$ cat config.mk
export PLATFORM = sky130hd
export DESIGN_NAME = ps2_host_tx
export DESIGN_NICKNAME = d
export VERILOG_FILES = /design/src/rtl/ps2_pkg.sv /design/src/rtl/ps2_host_tx_sync_edge.sv /design/src/rtl/ps2_host_tx.sv
export SDC_FILE = /design/constraint.sdc
export NUM_CORES = 1
export LEC_CHECK = 0
export ABC_AREA = 1
export BUFFER_PORTS_ARGS = -buffer_cell sky130_fd_sc_hd__buf_4
export CORE_MARGIN = 4
export CORE_UTILIZATION = 55
export CTS_CLUSTER_DIAMETER = 120
export DETAILED_ROUTE_END_ITERATION = 7
export PLACE_DENSITY = 0.78
export RECOVER_POWER = 25
export SETUP_SLACK_MARGIN = 0.15
export SLEW_MARGIN = 20
export SYNTH_ARGS = -nofsm -noshare
export SYNTH_HDL_FRONTEND = slang
export SYNTH_SLANG_ARGS = --single-unit
export TNS_END_PERCENT = 20
$ cat constraint.sdc
create_clock -name i_clk -period 1.5 [get_ports i_clk]
set_input_delay 0.3 -clock i_clk [delete_from_list [all_inputs] [get_ports i_clk]]
set_output_delay 0.3 -clock i_clk [all_outputs]
set_load 0.005 [all_outputs]
$ cat src/rtl/ps2_pkg.sv
// Shared types and timing helpers for the PS/2 host transmitter.
package ps2_pkg;

    // state     | meaning
    // IDLE      | ready for a new byte, both lines released
    // INHIBIT   | holding ps2_clk low before the request
    // REQ       | clock released, data pulled low (start bit)
    // DATA      | device clocks out data, parity and stop
    // ACK       | waiting for the device ack edge
    // WAIT_IDLE | waiting for both lines to float high
    // DONE      | one-cycle completion pulse
    typedef enum logic [2:0] {
        IDLE,
        INHIBIT,
        REQ,
        DATA,
        ACK,
        WAIT_IDLE,
        DONE
    } state_t;

    // 8 data bits + parity + stop, shifted out after the start bit
    localparam int PS2_FRAME_BITS = 10;

    function automatic int calc_n_inh(input int clk_mhz, input int inhibit_us);
        return clk_mhz * inhibit_us;
    endfunction

    function automatic int calc_n_to(input int clk_mhz, input int timeout_us);
        return clk_mhz * timeout_us;
    endfunction

    function automatic int calc_cnt_w(input int n);
        return $clog2(n + 1);
    endfunction

endpackage

$ cat src/rtl/ps2_host_tx_sync_edge.sv
// Two-flop synchroniser for one PS/2 line plus a registered falling-edge pulse.
module ps2_sync_edge (
    input  logic i_clk,
    input  logic i_reset,
    input  logic i_line,
    output logic o_sync,
    output logic o_fall
);

    logic r_meta;
    logic r_sync;
    logic r_prev;
    logic r_fall;

    // Resets to the idle-high level so leaving reset never looks like an edge.
    always_ff @(posedge i_clk or posedge i_reset) begin
        if (i_reset) begin
            r_meta <= 1'b1;
            r_sync <= 1'b1;
            r_prev <= 1'b1;
            r_fall <= 1'b0;
        end else begin
            r_meta <= i_line;
            r_sync <= r_meta;
            r_prev <= r_sync;
            r_fall <= ~r_sync & r_prev;
        end
    end

    assign o_sync = r_sync;
    assign o_fall = r_fall;

endmodule

$ cat src/rtl/ps2_host_tx.sv
// PS/2 host-to-device transmitter: inhibit, request, device-clocked shift-out,
// ack check and overall timeout. Lines are only ever pulled low.
module ps2_host_tx
    import ps2_pkg::*;
#(
    parameter int c_clk_mhz    = 25,
    parameter int c_inhibit_us = 100,
    parameter int c_timeout_us = 15000
) (
    input  logic       i_clk,
    input  logic       i_reset,
    input  logic [7:0] i_tx_data,
    input  logic       i_tx_valid,
    output logic       o_tx_ready,
    input  logic       i_ps2_clk_in,
    input  logic       i_ps2_data_in,
    output logic       o_ps2_clk_oe,
    output logic       o_ps2_data_oe,
    output logic       o_busy,
    output logic       o_done,
    output logic       o_ack_err,
    output logic       o_timeout
);

    localparam int N_INH = calc_n_inh(c_clk_mhz, c_inhibit_us);
    localparam int N_TO  = calc_n_to(c_clk_mhz, c_timeout_us);
    localparam int W_INH = calc_cnt_w(N_INH);
    localparam int W_TO  = calc_cnt_w(N_TO);

    state_t                    r_state;
    state_t                    w_next;
    logic [W_INH-1:0]          r_inh_cnt;
    logic [W_TO-1:0]           r_to_cnt;
    logic [PS2_FRAME_BITS-1:0] r_shift;
    logic [3:0]                r_bit_cnt;
    logic                      r_cur_bit;
    logic                      r_err;

    logic w_clk_sync;
    logic w_clk_fall;
    logic w_data_sync;
    logic w_data_fall_unused;
    logic w_accept;
    logic w_counting;
    logic w_to_hit;

    ps2_sync_edge u_sync_clk (
        .i_clk   (i_clk),
        .i_reset (i_reset),
        .i_line  (i_ps2_clk_in),
        .o_sync  (w_clk_sync),
        .o_fall  (w_clk_fall)
    );

    ps2_sync_edge u_sync_data (
        .i_clk   (i_clk),
        .i_reset (i_reset),
        .i_line  (i_ps2_data_in),
        .o_sync  (w_data_sync),
        .o_fall  (w_data_fall_unused)
    );

    assign w_accept   = (r_state == IDLE) && i_tx_valid;
    assign w_counting = (r_state == DATA) || (r_state == ACK) || (r_state == WAIT_IDLE);
    // Timeout wins over any falling edge in the same cycle.
    assign w_to_hit   = w_counting && (r_to_cnt == '0);

    // State register.
    always_ff @(posedge i_clk or posedge i_reset) begin
        if (i_reset) begin
            r_state <= IDLE;
        end else begin
            r_state <= w_next;
        end
    end

    // Frame datapath: shift register, bit counter, timers and ack capture.
    always_ff @(posedge i_clk or posedge i_reset) begin
        if (i_reset) begin
            r_inh_cnt <= '0;
            r_to_cnt  <= '0;
            r_shift   <= '1;
            r_bit_cnt <= '0;
            r_cur_bit <= 1'b1;
            r_err     <= 1'b0;
        end else begin
            if (w_accept) begin
                r_shift   <= {1'b1, ~^i_tx_data, i_tx_data};
                r_bit_cnt <= '0;
                r_inh_cnt <= W_INH'(N_INH - 1);
                r_err     <= 1'b0;
            end
            if (r_state == INHIBIT && r_inh_cnt != '0) begin
                r_inh_cnt <= r_inh_cnt - 1'b1;
            end
            if (r_state == REQ) begin
                r_to_cnt  <= W_TO'(N_TO - 1);
                r_cur_bit <= 1'b0;
            end else if (w_counting && r_to_cnt != '0) begin
                r_to_cnt <= r_to_cnt - 1'b1;
            end
            if (r_state == DATA && w_clk_fall && !w_to_hit) begin
                r_cur_bit <= r_shift[0];
                r_shift   <= {1'b1, r_shift[PS2_FRAME_BITS-1:1]};
                r_bit_cnt <= r_bit_cnt + 1'b1;
            end
            if (r_state == ACK && w_clk_fall && !w_to_hit) begin
                r_err <= w_data_sync;
            end
        end
    end

    // Next-state and output decode.
    always_comb begin
        w_next        = r_state;
        o_tx_ready    = 1'b0;
        o_busy        = 1'b1;
        o_ps2_clk_oe  = 1'b0;
        o_ps2_data_oe = 1'b0;
        o_done        = 1'b0;
        o_ack_err     = 1'b0;
        o_timeout     = 1'b0;
        case (r_state)
            IDLE: begin
                o_tx_ready = 1'b1;
                o_busy     = 1'b0;
                if (i_tx_valid) w_next = INHIBIT;
            end
            INHIBIT: begin
                o_ps2_clk_oe = 1'b1;
                if (r_inh_cnt == '0) w_next = REQ;
            end
            REQ: begin
                o_ps2_data_oe = 1'b1;
                w_next        = DATA;
            end
            DATA: begin
                o_ps2_data_oe = ~r_cur_bit;
                if (w_clk_fall && r_bit_cnt == 4'(PS2_FRAME_BITS - 1)) w_next = ACK;
            end
            ACK: begin
                if (w_clk_fall) w_next = WAIT_IDLE;
            end
            WAIT_IDLE: begin
                if (w_clk_sync && w_data_sync) w_next = DONE;
            end
            DONE: begin
                o_done    = 1'b1;
                o_ack_err = r_err;
                w_next    = IDLE;
            end
            default: w_next = IDLE;
        endcase
        if (w_to_hit) begin
            w_next        = IDLE;
            o_ps2_clk_oe  = 1'b0;
            o_ps2_data_oe = 1'b0;
            o_done        = 1'b1;
            o_timeout     = 1'b1;
            o_ack_err     = 1'b0;
        end
    end

endmodule

==> flow_metrics.env, run 1 <==
export IMPL_rsz0062_at_grt="yes"
export IMPL_cp_required_ps=1200
export IMPL_crit_buf_inv=2
export IMPL_yosysTopAreaCell="dfrtp_1"
export IMPL_ant_nets=0
export IMPL_slew_viol_final=0
export IMPL_status="complete, but fails checks"
export IMPL_core_um2=5510
export IMPL_min_delay_start="i_ps2_clk_in"
export IMPL_period_minus_slack_ps=1870
export IMPL_gp_congestion=0.942
export IMPL_viasPerCell=5.39
export IMPL_cp_slowest_cell="dfrtp_1"
export IMPL_cts_buffer_depth=2
export IMPL_area_delta_synth_final_pct=40.5
export IMPL_whs_ps=86.5
export IMPL_pre_cts_ws_ps=-80.0
export IMPL_slew_limit_headroom_pct=19.7
export IMPL_cts_max_level=2
export IMPL_syn_area_per_cell_um2=8.05
export IMPL_ir_drop_v=0.00117
export IMPL_multi_input_area_um2=1770
export IMPL_grt_max_degree=56
export IMPL_vias=3035
export IMPL_synth_area_um2=3120
export IMPL_crit_family="simple AND/OR/NAND/NOR gates"
export IMPL_power_density_nw_per_um2=1730
export IMPL_drc=0
export IMPL_hold_class="in2reg"
export IMPL_fill_cells=323
export IMPL_rows=27
export IMPL_violations="setup timing"
export IMPL_dp_hpwl_um=5060
export IMPL_timing_fmax_mhz=535
export IMPL_clk_latency_ps=310
export IMPL_synthDistinctLibCells=40
export IMPL_leakagePower_nw=2.04
export IMPL_pin_count=20
export IMPL_die_width_um=83.3
export IMPL_die_area_um2=6940
export IMPL_numClockSinks=55
export IMPL_path_class="reg2out"
export IMPL_cts_root_buf="clkbuf_8"
export IMPL_maxCapViolCount=0
export IMPL_antenna_found_initial=0
export IMPL_ys_seq_area_share_pct=44.8
export IMPL_hold_path_end="u_sync_clk.r_meta"
export IMPL_hold_viol=0
export IMPL_fp_dieH_um=83.3
export IMPL_cpPeakStageDelay_ps=410
export IMPL_drtPass1Iterations=5
export IMPL_totalWireLength_um=8540
export IMPL_cts_hold_buf=0
export IMPL_grt_pass1_vias=3042
export IMPL_reg2reg_slack_ps=-310
export IMPL_cp_cell_sequence="nor2_2, nand2_2, nor2_4, buf_6, nand4_1, nand2_1, buf_4"
export IMPL_setup_violations=52
export IMPL_track_usage_pct=23.8
export IMPL_nNetsFinal=508
export IMPL_numCtsBuffers=5
export IMPL_cp_arrival_ps=1570
export IMPL_worstReg2RegStart="r_to_cnt[15]"
export IMPL_antenna_cells=0
export IMPL_layoutNonFillerInstCount=563
export IMPL_start_util_pct=56.6
export IMPL_synth_top_area_share_pct=32.1
export IMPL_reg2reg_depth=12
export IMPL_drive_gt1_share_pct=44.2
export IMPL_wire_per_inst_um=15.2
export IMPL_synth_seq_cells=55
export IMPL_portBuffers=19
export IMPL_grt_pass1_wl_um=13700
export IMPL_grt_ovfl_total=0
export IMPL_finClkSkew_ps=7.58
export IMPL_layout_setup_ws_ps=-369
export IMPL_syn_inst=387
export IMPL_seq_area_um2=1400
export IMPL_cts_tree="built"
export IMPL_cp_end_kind="primary output"
export IMPL_critical_path_max_fanout=3
export IMPL_rr_endpoint="r_state[2]"
export IMPL_period_share_pct=125
export IMPL_min_path_cells=1
export IMPL_clk_pin_slew_ps=100
export IMPL_drtIter0Drc=187
export IMPL_critPathLaunchType="flip-flop"
export IMPL_ys_warnings_count=0
export IMPL_synth_nets=405
export IMPL_worst_pin_slew_ps=1210
export IMPL_synth_area_top_cells="dfrtp_1 (32%), dfstp_2 (13%), nand2_1 (11%)"
export IMPL_dp_cells=527
[synthesized netlist by cell type (all sizes together)]
cell type	number
or2	1
a22oi	1
dfstp	15
nand4	10
inv	47
buf	3
nor4	1
o211ai	2
nand2	99
clkinv	1
xor2	9
clkbuf	1
nand3	33
a21o	1
o31ai	2
a21oi	5
xnor2	7
o21ai	35
o22ai	5
ha	5
dfrtp	40
nor2	52
or3b	1
nand3b	1
nor3	9
nor3b	1
[timing repair]
action | CTS | global route
setup buffers | 16 | 12
endpoints found under the setup margin | 56 | 56
pin swaps | 13 | 21
gates cloned | 0 | 0
resized for setup | 60 | 41
[where the power goes]
group / switching [W] / internal (W)
clock network: 0.000507 / 0.000534
logic: 0.00229 / 0.00187
registers: 0.000363 / 0.00202
[area by class of cell]
cell class | count | share of cell area, %
multi-input combinational | 280 | 40.4
sequential | 55 | 31.9
timing repair buffer | 100 | 18.3
inverter | 48 | 4.54
clock buffer | 7 | 2.71
tap | 72 | 2.06
clock inverter | 1 | 0.143
[per-layer routing]
| metal | part of all wire (%) | track usage (%) | up-vias |
|---|---|---|---|
| met5 | 0 | 0 | - |
| met3 | 3.7 | 3.57 | 20 |
| met4 | 2.2 | 8.47 | 0 |
| li1 | - | - | 1459 |
| met1 | 41 | 29.1 | 1472 |
| met2 | 53 | 42.4 | 84 |
[layout by cell type, fill, tap and decap left out, types with 14 or more instances in the layout]
master   instances
inv_1           30
buf_4           82
nand2_1         74
buf_6           14
dfrtp_1         39
o21ai_1         20
nor2_1          31
nand3_1         25
dfstp_2         15
nand2_2         17
[per-stage QoR]
step	power [W]	area, um2	TNS [ps]	utilization [%]
final	0.00759	4380	-6370	79.6
after global routing	0.00806	4380	-10780	79.6
after CTS	0.00709	4190	-5260	76.0
after detailed placement	0.00545	3750	-801	68.1
after global placement	0.00532	3750	-332	68.1
after floorplan	0.00423	3140	0	-
[sequential cells by signal, summed over array words and instances (netlist names), 3 cells and up]
name / flops
r_bit_cnt: 4
r_inh_cnt: 12
r_shift: 9
r_state: 3
r_to_cnt: 19
[cells by family after synthesis]
group	count (synthesis)	share of synthesized area (%)
DFF	55	44.8
xor gates and xnor gates	16	4.50
buffers and inverters	52	6.74
and+or+nand+nor	208	32.6
AOI/OAI and AO/OA	51	9.39
adders and majority gates	5	2.01
[worst max path at each step]
stage / end / depth (start not counted) / start
CTS: o_done / 7 / r_to_cnt[12]
finish: o_done / 7 / r_to_cnt[15]
floorplan: r_to_cnt[13] / 12 / r_to_cnt[0]
global placement: o_done / 7 / r_to_cnt[10]
detailed placement: r_to_cnt[15] / 8 / r_to_cnt[4]
global route: o_done / 7 / r_to_cnt[13]
(Power assumes the default switching activity.)
==> inputs of run 2 (changes only) <==
--- a/config.mk
+++ b/config.mk
@@ -5,13 +5,12 @@
 export SDC_FILE = /design/constraint.sdc
 export NUM_CORES = 1
 export LEC_CHECK = 0
-export ABC_AREA = 1
 export BUFFER_PORTS_ARGS = -buffer_cell sky130_fd_sc_hd__buf_4
 export CORE_MARGIN = 4
-export CORE_UTILIZATION = 55
+export CORE_UTILIZATION = 54
 export CTS_CLUSTER_DIAMETER = 120
 export DETAILED_ROUTE_END_ITERATION = 7
-export PLACE_DENSITY = 0.78
+export PLACE_DENSITY = 0.77
 export RECOVER_POWER = 25
 export SETUP_SLACK_MARGIN = 0.15
 export SLEW_MARGIN = 20
==> run 2 against run 1 <==
Compared with the run above: the run still ends with setup timing left; routed wire length is 0.60% lower; cell area decreased by 4.3%; worst setup slack worse by 610 ps; clock power is 20% lower; first-iteration DRC count is the same; fmax is 25% lower; sequential share of layout area increased by 1.4 points; critical path depth is 1 lower; critical path type is now reg2reg; largest power group is now registers; highest routed layer unchanged.
==> flow_metrics.env, run 2 <==
export IMPL_finClkSkew_ps=8.28
export IMPL_fin_tns_setup_ps=-32010
export IMPL_largest_reg_flops=19
export IMPL_clk_pin_slew_ps=100
export IMPL_grt_ovfl_total=0
export IMPL_track_usage_pct=23.2
export IMPL_drtIter0Drc=187
export IMPL_nNetsFinal=411
export IMPL_dp_hpwl_um=4780
export IMPL_p_int_w=0.00187
export IMPL_min_path_cells=1
export IMPL_period_minus_slack_ps=2480
export IMPL_timing_fmax_mhz=404
export IMPL_crit_start="r_to_cnt[1]"
export IMPL_combPwrFrac_pct=4.1
export IMPL_wire_per_inst_um=18.3
export IMPL_start_util_pct=56.2
export IMPL_critPathLaunchType="flip-flop"
export IMPL_grt_max_degree=56
export IMPL_clk_latency_ps=310
export IMPL_antenna_cells=0
export IMPL_die_area_um2=6620
export IMPL_viasPerCell=6.14
export IMPL_path_class="reg2reg"
export IMPL_numClockSinks=55
export IMPL_final_cell_mix="buf_4 (84), dfrtp_1 (40), nand2_1 (24), nor2_1 (17), buf_6 (17)"
export IMPL_cts_root_buf="clkbuf_8"
export IMPL_core_um2=5170
export IMPL_violations="setup timing"
export IMPL_reg2reg_slack_ps=-980
export IMPL_grt_pass1_wl_um=12000
export IMPL_maxCapViolCount=0
export IMPL_worst_pin_slew_ps=1370
export IMPL_async_flop_share_pct=100
export IMPL_period_share_pct=165
export IMPL_ys_warnings_count=0
export IMPL_clockPowerShare_pct=34.1
export IMPL_seq_power_share_pct=61.8
export IMPL_fp_dieH_um=81.4
export IMPL_area_delta_synth_final_pct=44.2
export IMPL_rows=26
export IMPL_cp_required_ps=1660
export IMPL_worstReg2RegStart="r_to_cnt[1]"
export IMPL_hold_viol=0
export IMPL_top_regs="r_to_cnt (19), r_inh_cnt (12), r_shift (9)"
export IMPL_cp_end_kind="flip-flop"
export IMPL_syn_inst=292
export IMPL_synth_seq_cells=55
export IMPL_status="complete, but fails checks"
export IMPL_cts_max_level=2
export IMPL_slew_limit_headroom_pct=8.59
export IMPL_pin_count=20
export IMPL_ant_nets=0
export IMPL_numCtsBuffers=5
export IMPL_hold_class="in2reg"
export IMPL_synth_commonest_cells="dfrtp_1 (40), nand2_1 (25), nor2_1 (20), dfstp_2 (15), nor3_1 (13)"
export IMPL_netSwitchingPower_w=0.000563
export IMPL_die_width_um=81.4
export IMPL_ir_drop_v=0.000459
export IMPL_rsz0062_at_grt="yes"
export IMPL_synth_most_common_cell="dfrtp_1"
export IMPL_synth_area_top_cells="dfrtp_1 (34%), dfstp_2 (14%), xnor2_1 (3.3%)"
export IMPL_fill_cells=280
export IMPL_regMostFlops="r_to_cnt"
export IMPL_vias=2849
export IMPL_cts_buffer_depth=2
export IMPL_mostFrequentLayoutCell="buf_4"
export IMPL_synthDistinctLibCells=50
export IMPL_cts_hold_buf=0
export IMPL_synth_top_area_share_pct=34.5
export IMPL_antenna_found_initial=0
export IMPL_gp_congestion=0.844
export IMPL_drive_gt1_share_pct=45.2
export IMPL_drc=0
export IMPL_synth_nets=310
export IMPL_yosysTopAreaCell="dfrtp_1"
export IMPL_portBuffers=19
export IMPL_drtPass1Iterations=5
export IMPL_multi_input_area_um2=1660
export IMPL_rr_endpoint="r_to_cnt[11]"
export IMPL_slew_viol_final=0
export IMPL_layout_setup_ws_ps=-977
export IMPL_cts_tree="built"
export IMPL_synth_ff_type="dfrtp_1"
export IMPL_worstSetupEndpoint="r_to_cnt[11]"
export IMPL_critical_path_max_fanout=3
export IMPL_syn_area_per_cell_um2=9.95
export IMPL_synth_edf_count=0
export IMPL_leakagePower_nw=1.99
export IMPL_ys_seq_area_share_pct=48.0
export IMPL_synth_area_um2=2910
export IMPL_grt_pass1_vias=2655
export IMPL_power_density_nw_per_um2=581
export IMPL_swShare_pct=23.1
export IMPL_totalWireLength_um=8490
export IMPL_final_core_util_pct=81.0
export IMPL_seq_area_um2=1400
export IMPL_cp_arrival_ps=2640
export IMPL_setup_violations=55
export IMPL_reg2reg_depth=6
## run 2: cell families after synthesis
group                    share of synthesized area, %
AO/OA/AOI/OAI                                    15.8
XOR/XNOR                                         4.52
adder cells (fa/ha/maj)                          2.15
buffers and inverters                            3.92
flip-flops                                       48.0
multiplexers                                     3.14
AND/OR/NAND/NOR                                  22.4
## run 2: final cells by class
cell class	count	share of cell area [%]
Timing Repair Buffer	108	22.2
Multi-Input combinational cell	213	39.5
Inverter	10	0.896
Tap cell	70	2.09
Sequential cell	55	33.3
Clock inverter	1	0.119
Clock buffer	7	1.82
## run 2: stage by stage
stage | total power [W] | area, um2 | hold WS, ps | cells | setup WS [ps]
floorplan | 0.00158 | 2960 | 304 | 292 | -731
global placement | 0.00163 | 3700 | 347 | 442 | -682
detailed placement | 0.00163 | 3700 | 347 | 442 | -696
CTS | 0.00242 | 4000 | 46.5 | 458 | -905
global route | 0.00249 | 4190 | 82.0 | 464 | -1080
finish | 0.00243 | 4190 | 89.3 | 464 | -977
## run 2: worst min path at each step
stage / startpoint / end / slack [ps]
finish: i_ps2_data_in / u_sync_data.r_meta / 90
global route: i_ps2_clk_in / u_sync_clk.r_meta / 80
CTS: i_reset / r_to_cnt[8] / 50
detailed placement: u_sync_data.r_meta / u_sync_data.o_sync / 350
global placement: u_sync_data.r_meta / u_sync_data.o_sync / 350
floorplan: i_ps2_clk_in / u_sync_clk.r_meta / 300
## run 2: worst max-delay path: stages (launching register included)
cell and delay [ps]:
dfrtp_1 410, buf_4 140, or4_4 510, or4_4 440, or3_4 350, o21ai_0 290
nand3_1 200
## run 2: metal layers
layer  GRT usage, %  wire, um
met1           29.3      3350
met2           40.4      4350
met3           3.99       530
met4           7.26       260
met5              0         0
## run 2: power by group through the flow
stage	combinational, W	sequential, W	clock, W
after floorplan	0.0000546	0.00153	0
after global placement	0.000104	0.00153	0
after detailed placement	0.000106	0.00153	0
after CTS	0.000106	0.00150	0.000816
after global routing	0.000109	0.00151	0.000873
final	0.0000998	0.00150	0.000830
## run 2: what timing repair did
action	4_1_cts	5_1_grt
hold endpoints to repair	0	0
pin swaps	23	18
buffers inserted	7	4
cloned	1	2
resized for setup	38	28
setup endpoints to repair	56	56
